### src/rtl/stream_demux1to3_pkg.sv
// ============================================================================
// Module      : stream_demux1to3_pkg
// Description : Shared route encoding and select decode for the 1-to-3 demux
//               and its 3-to-1 source-select counterpart.
// Revision    : 1.0 - initial release
// ============================================================================
`default_nettype none

package stream_demux1to3_pkg;

  localparam int ROUTE_W = 2;

  typedef enum logic [ROUTE_W-1:0] {
    ROUTE_1 = 2'd1,
    ROUTE_2 = 2'd2,
    ROUTE_3 = 2'd3
  } route_t;

  // Bit 1 dominates so that 2'b11 lands on destination 3, matching the mux side.
  function automatic route_t decode_route(input logic [ROUTE_W-1:0] sel);
    if (sel[1]) begin
      return ROUTE_3;
    end else if (sel[0]) begin
      return ROUTE_2;
    end else begin
      return ROUTE_1;
    end
  endfunction

endpackage

`default_nettype wire

### src/rtl/stream_demux1to3_if.sv
// ============================================================================
// Module      : stream_demux1to3_if
// Description : Request stream, three destination streams and debug counters.
// Revision    : 1.0 - initial release
// ============================================================================
`default_nettype none

interface stream_demux1to3_if
  import stream_demux1to3_pkg::*;
#(
  parameter int DATA_WIDTH = 32,
  parameter int CNT_WIDTH  = 16
);

  logic [ROUTE_W-1:0]    control_signal;
  logic                  i_valid;
  logic                  o_ready;
  logic [DATA_WIDTH-1:0] i_data;

  logic                  o_valid_1;
  logic                  o_valid_2;
  logic                  o_valid_3;
  logic                  i_ready_1;
  logic                  i_ready_2;
  logic                  i_ready_3;
  logic [DATA_WIDTH-1:0] o_data_1;
  logic [DATA_WIDTH-1:0] o_data_2;
  logic [DATA_WIDTH-1:0] o_data_3;

  logic [CNT_WIDTH-1:0]  o_cnt_1;
  logic [CNT_WIDTH-1:0]  o_cnt_2;
  logic [CNT_WIDTH-1:0]  o_cnt_3;

  modport slave (
    input  control_signal, i_valid, i_data,
    input  i_ready_1, i_ready_2, i_ready_3,
    output o_ready,
    output o_valid_1, o_valid_2, o_valid_3,
    output o_data_1, o_data_2, o_data_3,
    output o_cnt_1, o_cnt_2, o_cnt_3
  );

  modport master (
    output control_signal, i_valid, i_data,
    output i_ready_1, i_ready_2, i_ready_3,
    input  o_ready,
    input  o_valid_1, o_valid_2, o_valid_3,
    input  o_data_1, o_data_2, o_data_3,
    input  o_cnt_1, o_cnt_2, o_cnt_3
  );

endinterface

`default_nettype wire

### src/rtl/stream_demux_cnt.sv
// ============================================================================
// Module      : stream_demux_cnt
// Description : Wrapping transfer counter with synchronous clear and enable.
// Revision    : 1.0 - initial release
// ============================================================================
`default_nettype none

module stream_demux_cnt #(
  parameter int CNT_WIDTH = 16
) (
  input  wire logic                 clk,
  input  wire logic                 rst,
  input  wire logic                 i_en,
  output logic      [CNT_WIDTH-1:0] o_cnt
);

  logic [CNT_WIDTH-1:0] r_cnt;

  always_ff @(posedge clk) begin
    if (rst) begin
      r_cnt <= '0;
    end else if (i_en) begin
      r_cnt <= r_cnt + CNT_WIDTH'(1);
    end
  end

  assign o_cnt = r_cnt;

endmodule

`default_nettype wire

### src/rtl/stream_demux1to3.sv
// ============================================================================
// Module      : stream_demux1to3
// Description : Registered 1-to-3 stream demultiplexer with per-destination
//               completed-transfer counters.
// Revision    : 1.0 - initial release
// ============================================================================
`default_nettype none

module stream_demux1to3
  import stream_demux1to3_pkg::*;
#(
  parameter int DATA_WIDTH = 32,
  parameter int CNT_WIDTH  = 16
) (
  input  wire logic           clk,
  input  wire logic           arst,
  stream_demux1to3_if.slave   bus
);

  logic                  r_full;
  route_t                r_dest;
  logic [DATA_WIDTH-1:0] r_data;

  logic w_dest_ready;
  logic w_out_fire;
  logic w_in_fire;
  logic w_ready;
  logic w_sel_1;
  logic w_sel_2;
  logic w_sel_3;

  assign w_sel_1 = (r_dest == ROUTE_1);
  assign w_sel_2 = (r_dest == ROUTE_2);
  assign w_sel_3 = (r_dest == ROUTE_3);

  // Only the addressed consumer's ready matters; the others are ignored.
  always_comb begin
    w_dest_ready = 1'b0;
    case (r_dest)
      ROUTE_1: w_dest_ready = bus.i_ready_1;
      ROUTE_2: w_dest_ready = bus.i_ready_2;
      ROUTE_3: w_dest_ready = bus.i_ready_3;
      default: w_dest_ready = 1'b0;
    endcase
  end

  assign w_out_fire = r_full && w_dest_ready;
  assign w_ready    = !arst && (!r_full || w_out_fire);
  assign w_in_fire  = bus.i_valid && w_ready;

  // A load wins over a drain so back-to-back beats never leave a bubble.
  always_ff @(posedge clk) begin
    if (arst) begin
      r_full <= 1'b0;
      r_dest <= ROUTE_1;
      r_data <= '0;
    end else if (w_in_fire) begin
      r_full <= 1'b1;
      r_dest <= decode_route(bus.control_signal);
      r_data <= bus.i_data;
    end else if (w_out_fire) begin
      r_full <= 1'b0;
    end
  end

  assign bus.o_ready   = w_ready;

  assign bus.o_valid_1 = r_full && w_sel_1;
  assign bus.o_valid_2 = r_full && w_sel_2;
  assign bus.o_valid_3 = r_full && w_sel_3;

  assign bus.o_data_1  = w_sel_1 ? r_data : '0;
  assign bus.o_data_2  = w_sel_2 ? r_data : '0;
  assign bus.o_data_3  = w_sel_3 ? r_data : '0;

  stream_demux_cnt #(.CNT_WIDTH(CNT_WIDTH)) u_cnt_1 (
    .clk   (clk),
    .rst   (arst),
    .i_en  (w_out_fire && w_sel_1),
    .o_cnt (bus.o_cnt_1)
  );

  stream_demux_cnt #(.CNT_WIDTH(CNT_WIDTH)) u_cnt_2 (
    .clk   (clk),
    .rst   (arst),
    .i_en  (w_out_fire && w_sel_2),
    .o_cnt (bus.o_cnt_2)
  );

  stream_demux_cnt #(.CNT_WIDTH(CNT_WIDTH)) u_cnt_3 (
    .clk   (clk),
    .rst   (arst),
    .i_en  (w_out_fire && w_sel_3),
    .o_cnt (bus.o_cnt_3)
  );

endmodule

`default_nettype wire

### src/flat_wrapper.sv
// flat-port wrapper written by rule: the top's interface ports become plain ports
module stream_demux1to3_flat import stream_demux1to3_pkg::*;
#(
  parameter int DATA_WIDTH = 32,
  parameter int CNT_WIDTH  = 16
)
  (clk, arst, bus_control_signal, bus_i_valid, bus_i_data, bus_i_ready_1, bus_i_ready_2, bus_i_ready_3, bus_o_ready, bus_o_valid_1, bus_o_valid_2, bus_o_valid_3, bus_o_data_1, bus_o_data_2, bus_o_data_3, bus_o_cnt_1, bus_o_cnt_2, bus_o_cnt_3);
  stream_demux1to3_if #(.DATA_WIDTH(DATA_WIDTH), .CNT_WIDTH(CNT_WIDTH)) bus_i ();
  input  wire logic clk;
  input  wire logic arst;
  input wire logic [$bits(bus_i.control_signal)-1:0] bus_control_signal;
  input wire logic [$bits(bus_i.i_valid)-1:0] bus_i_valid;
  input wire logic [$bits(bus_i.i_data)-1:0] bus_i_data;
  input wire logic [$bits(bus_i.i_ready_1)-1:0] bus_i_ready_1;
  input wire logic [$bits(bus_i.i_ready_2)-1:0] bus_i_ready_2;
  input wire logic [$bits(bus_i.i_ready_3)-1:0] bus_i_ready_3;
  output wire logic [$bits(bus_i.o_ready)-1:0] bus_o_ready;
  output wire logic [$bits(bus_i.o_valid_1)-1:0] bus_o_valid_1;
  output wire logic [$bits(bus_i.o_valid_2)-1:0] bus_o_valid_2;
  output wire logic [$bits(bus_i.o_valid_3)-1:0] bus_o_valid_3;
  output wire logic [$bits(bus_i.o_data_1)-1:0] bus_o_data_1;
  output wire logic [$bits(bus_i.o_data_2)-1:0] bus_o_data_2;
  output wire logic [$bits(bus_i.o_data_3)-1:0] bus_o_data_3;
  output wire logic [$bits(bus_i.o_cnt_1)-1:0] bus_o_cnt_1;
  output wire logic [$bits(bus_i.o_cnt_2)-1:0] bus_o_cnt_2;
  output wire logic [$bits(bus_i.o_cnt_3)-1:0] bus_o_cnt_3;
  assign bus_i.control_signal = bus_control_signal;
  assign bus_i.i_valid = bus_i_valid;
  assign bus_i.i_data = bus_i_data;
  assign bus_i.i_ready_1 = bus_i_ready_1;
  assign bus_i.i_ready_2 = bus_i_ready_2;
  assign bus_i.i_ready_3 = bus_i_ready_3;
  assign bus_o_ready = bus_i.o_ready;
  assign bus_o_valid_1 = bus_i.o_valid_1;
  assign bus_o_valid_2 = bus_i.o_valid_2;
  assign bus_o_valid_3 = bus_i.o_valid_3;
  assign bus_o_data_1 = bus_i.o_data_1;
  assign bus_o_data_2 = bus_i.o_data_2;
  assign bus_o_data_3 = bus_i.o_data_3;
  assign bus_o_cnt_1 = bus_i.o_cnt_1;
  assign bus_o_cnt_2 = bus_i.o_cnt_2;
  assign bus_o_cnt_3 = bus_i.o_cnt_3;
  stream_demux1to3 #(.DATA_WIDTH(DATA_WIDTH), .CNT_WIDTH(CNT_WIDTH)) u_core (.clk(clk), .arst(arst), .bus(bus_i));
endmodule
### config.mk
export PLATFORM = sky130hd
export DESIGN_NAME = stream_demux1to3_flat
export DESIGN_NICKNAME = d
export VERILOG_FILES = /design/src/rtl/stream_demux1to3_pkg.sv /design/src/rtl/stream_demux1to3_if.sv /design/src/rtl/stream_demux_cnt.sv /design/src/rtl/stream_demux1to3.sv /design/src/flat_wrapper.sv
export SDC_FILE = /design/constraint.sdc
export NUM_CORES = 1
export LEC_CHECK = 0
export CORE_MARGIN = 2
export CORE_UTILIZATION = 43
export DETAILED_ROUTE_END_ITERATION = 7
export PLACE_DENSITY = 0.81
export SLEW_MARGIN = 10
export SYNTH_ARGS = -nofsm -noshare
export SYNTH_HDL_FRONTEND = slang
export SYNTH_HIERARCHICAL = 1
export SYNTH_SLANG_ARGS = --single-unit
### constraint.sdc
create_clock -name clk -period 3.2 [get_ports clk]
set_clock_uncertainty 0.05 [all_clocks]
set_input_delay 0.64 -clock clk [delete_from_list [all_inputs] [get_ports clk]]
set_output_delay 0.64 -clock clk [all_outputs]
set_load 0.05 [all_outputs]
==> tab_implementation.tex <==
\begin{tabular}{lr}
\hline
Metric & Value \\
\hline
\multicolumn{2}{l}{\textbf{Placement}} \\
\quad Quantity of I/O buffers inserted on ports & approximately 190 \\
\quad Final Wtd Congestion & 0.863 \\
\quad Worst Setup Slack post-DPL & roughly 0.27 ns \\
\quad Placed Cells & approximately 830 \\
\quad HPWL after detailed placement & between 10000 and 15000 µm \\
\multicolumn{2}{l}{\textbf{Run}} \\
\quad Max-cap violations & 0 \\
\multicolumn{2}{l}{\textbf{Drt}} \\
\quad Routed met3 length & around 760 µm \\
\quad Vias & $\sim$4400 \\
\quad Drt initial violations & 209 \\
\quad Total wire length after detailed routing & 13800 µm \\
\quad DRC violations left & 0 \\
\quad ANT nets after route & 0 \\
\quad Post-detailed-route wirelength per cell & about 16 µm \\
\quad Wl on met1 & 5670 µm \\
\quad Sum of met2 wire segment lengths after detailed routing & 7020 µm \\
\quad Uppermost layer routed & met4 \\
\quad Detailed-router iteration count before antenna repair & 5 \\
\quad Number of vias per cell after detailed routing & approximately 5.2 \\
\multicolumn{2}{l}{\textbf{Floorplanning}} \\
\quad Number of I/O pins & between 150 and 200 \\
\quad Area of the core & about 0.010 mm² \\
\quad Chip Height & approximately 110 µm \\
\quad Starting Density & 43.8\% \\
\quad Area of the die & roughly 0.011 mm² \\
\quad Die X-Extent & between 100 and 150 µm \\
\quad Row Count & 37 \\
\multicolumn{2}{l}{\textbf{Synth}} \\
\quad Share of flip-flops with an asynchronous set or reset after synthesis & 0\% \\
\quad Avg Inst Size Synth & roughly 8.4 µm² \\
\quad Total of flip-flops plus latches after synthesis & between 80 and 90 \\
\quad Warnings, synthesis & 6 \\
\quad Synth Instances & 529 \\
\quad Post-synthesis sequential area ratio & 37.3\% \\
\quad Number of flops mapped to enable cells by yosys & 0 \\
\quad Main synth FF type & dfxtp\_1 \\
\quad Number of distinct standard cells referenced by the synthesized netlist & 37 \\
\quad Syn Nets & 572 \\
\quad Area of the mapped netlist & between 0.004 and 0.005 mm² \\
\multicolumn{2}{l}{\textbf{Clock network}} \\
\quad Number of hold buffers added after CTS & 0 \\
\quad Count of H-tree levels built during CTS & 3 \\
\quad Longest Clk Path Bufs & 2 \\
\quad Buffer type at the clock tree root & clkbuf\_8 \\
\quad CTS tree & done \\
\quad TritonCTS buffer count & 9 \\
\quad Skew-Pair Late Insertion Delay & 0.34 ns \\
\quad Number of gates given a new drive strength after cts & 0 \\
\quad Worst-path clk slew & roughly 0.080 ns \\
\quad TritonCTS sink count & between 80 and 90 \\
\quad Setup Buffers After CTS & 0 \\
\multicolumn{2}{l}{\textbf{Global route}} \\
\quad Number of antenna violations at the first check in global routing & 0 \\
\quad Maximum number of pins on one net before global-route repair & between 60 and 70 \\
\quad GR Overflow Total & 0 \\
\quad GRT Util Overall & roughly a quarter \\
\quad Wire length of the first global-routing pass & 21900 µm \\
\quad Vias in the first global route & between 4000 and 5000 \\
\multicolumn{2}{l}{\textbf{Setup path}} \\
\quad Category of the worst setup path capture point & output port \\
\quad Critical path launch point type & flip-flop \\
\quad Worst-path maximum fanout & 35 \\
\quad Required time reported for the critical path endpoint & 2.51 ns \\
\quad Setup slack, reg-to-reg & roughly 0.64 ns \\
\quad Worst Path Arrival & about 2.1 ns \\
\quad Critical path class & flip-flop to output port \\
\multicolumn{2}{l}{\textbf{STA}} \\
\quad Sum of negative setup slack & 0 ns \\
\quad Setup violations, final & 0 \\
\quad Min Tclk post-route & 2.80 ns \\
\quad Achievable Freq & around 0.36 GHz \\
\quad Final worst-path cycle share & 87.4\% \\
\quad Post-route worst setup slack & $\sim$0.4 ns \\
\quad Slew of the pin with the lowest slew margin & a little under 1 ns \\
\quad RSZ-0062 raised after global routing & no \\
\quad Slew margin rel. & between 30\% and 40\% \\
\quad Fin. max-slew vios & 0 \\
\quad Final number of hold-violating endpoints & 0 \\
\multicolumn{2}{l}{\textbf{Pwr}} \\
\quad Worst VDD drop & 0.200 mV \\
\quad Power Dens Cells & 351 mW/mm² \\
\quad Leakage power figure & approximately 3.0 nW \\
\multicolumn{2}{l}{\textbf{Layout}} \\
\quad Synth-to-Final Area Change & 63.5\% \\
\quad Leading cell types in the layout, fill and taps excluded & 117 x clkdlybuf4s50\_1, 86 x nand2\_1, 83 x dfxtp\_1 \\
\quad Number of diodes & 0 \\
\quad Fill cell instance count of the final layout & between 700 and 800 \\
\quad Most common cell after layout, fill and taps aside & clkdlybuf4s50\_1 \\
\quad Layout Nets & roughly 740 \\
\quad Ratio of cells with drive above 1 in the final layout & roughly 17\% \\
\quad Number of cells in the finished layout apart from fillers & 840 \\
\multicolumn{2}{l}{\textbf{Status}} \\
\quad Run status & finished clean \\
\multicolumn{2}{l}{\textbf{Hold path}} \\
\quad Class of the worst hold path & flip-flop to flip-flop \\
\hline
\end{tabular}
-- sequential cells by signal (all words and copies together), names as in the netlist --
register              cells
u_core/r_dest             2
u_core/r_full             1
u_core/r_data            32
u_core/u_cnt_2/o_cnt     16
u_core/u_cnt_1/o_cnt     16
u_core/u_cnt_3/o_cnt     16
-- cell usage after synthesis (4+ instances only) --
cell type	n	share of area [%]
nor2_1	53	4.5
dfxtp_1	83	37
nand2b_1	4	0.56
and2_1	66	9.3
mux2i_1	37	8.3
inv_1	7	0.59
nand3_1	9	1.0
nand2_1	86	7.2
mux2_2	6	1.5
nor4_1	9	1.3
xor2_1	12	2.4
nor3_1	10	1.1
a21oi_1	12	1.3
o21ai_0	4	0.45
and3_1	36	5.1
a31o_2	4	0.79
clkbuf_1	29	2.4
xnor2_1	18	3.5
-- layer usage --
layer	vias to the layer above	track usage, %
met1	2063	27.7
met4	0	10.6
met3	23	5.26
met5	-	0
li1	2097	-
met2	171	44.0
-- path summary, 6_finish.rpt --
path                                       start                  endpoint  cells after the start
worst max-delay path            u_core/r_dest[1]          bus_o_data_3[28]                      3
worst min-delay path            u_core/r_data[8]          u_core/r_data[8]                      2
worst max register to register  u_core/r_dest[0]  u_core/u_cnt_3/o_cnt[13]                      7
worst min register to register  u_core/r_data[8]          u_core/r_data[8]                      2
-- worst max-delay path, stage by stage (launching register included) --
cell and delay, ns:
dfxtp_1 0.49, buf_12 0.22, and3_1 0.21, clkdlybuf4s50_1 0.82
-- stage by stage --
step                      total power [mW]  cell area (µm²)  hold WS, ns  utilization, %
final                                 2.56             7290        0.427            71.6
after global routing                  2.67             7290        0.463            71.6
after CTS                             2.59             7290        0.432            71.6
after detailed placement              1.71             7060        0.421            69.3
after global placement                1.70             7060        0.408            69.3
after floorplan                       1.44             4460        0.397               -
-- report_power, final --
group,internal [mW],leakage [nW],switching [mW]
Clock,0.513,0.112,0.364
Combinational,0.259,2.18,0.324
Sequential,1.07,0.675,0.0348
Total,1.84,2.97,0.723
-- logic make-up after synthesis --
logic type                 Yosys count  synth area share (%)
muxes                               43                  9.82
buffers and inverters               41                  4.74
and+or+nand+nor                    306                  38.3
adders and majority gates            3                 0.842
DFF                                 83                  37.3
AOI/OAI and AO/OA                   23                  3.17
xor gates and xnor gates            30                  5.89
-- area by class of cell --
class                      instances  area (µm²)  share of cell area [%]
multi-input combinational        405        2590                    35.5
inverter                           7        26.3                   0.360
tap                              136         170                    2.33
clock inverter                     5         103                    1.41
sequential                        83        1660                    22.8
clock buffer                      10         128                    1.75
timing repair buffer             194        2610                    35.8
Power figures use the tool's default switching activity.
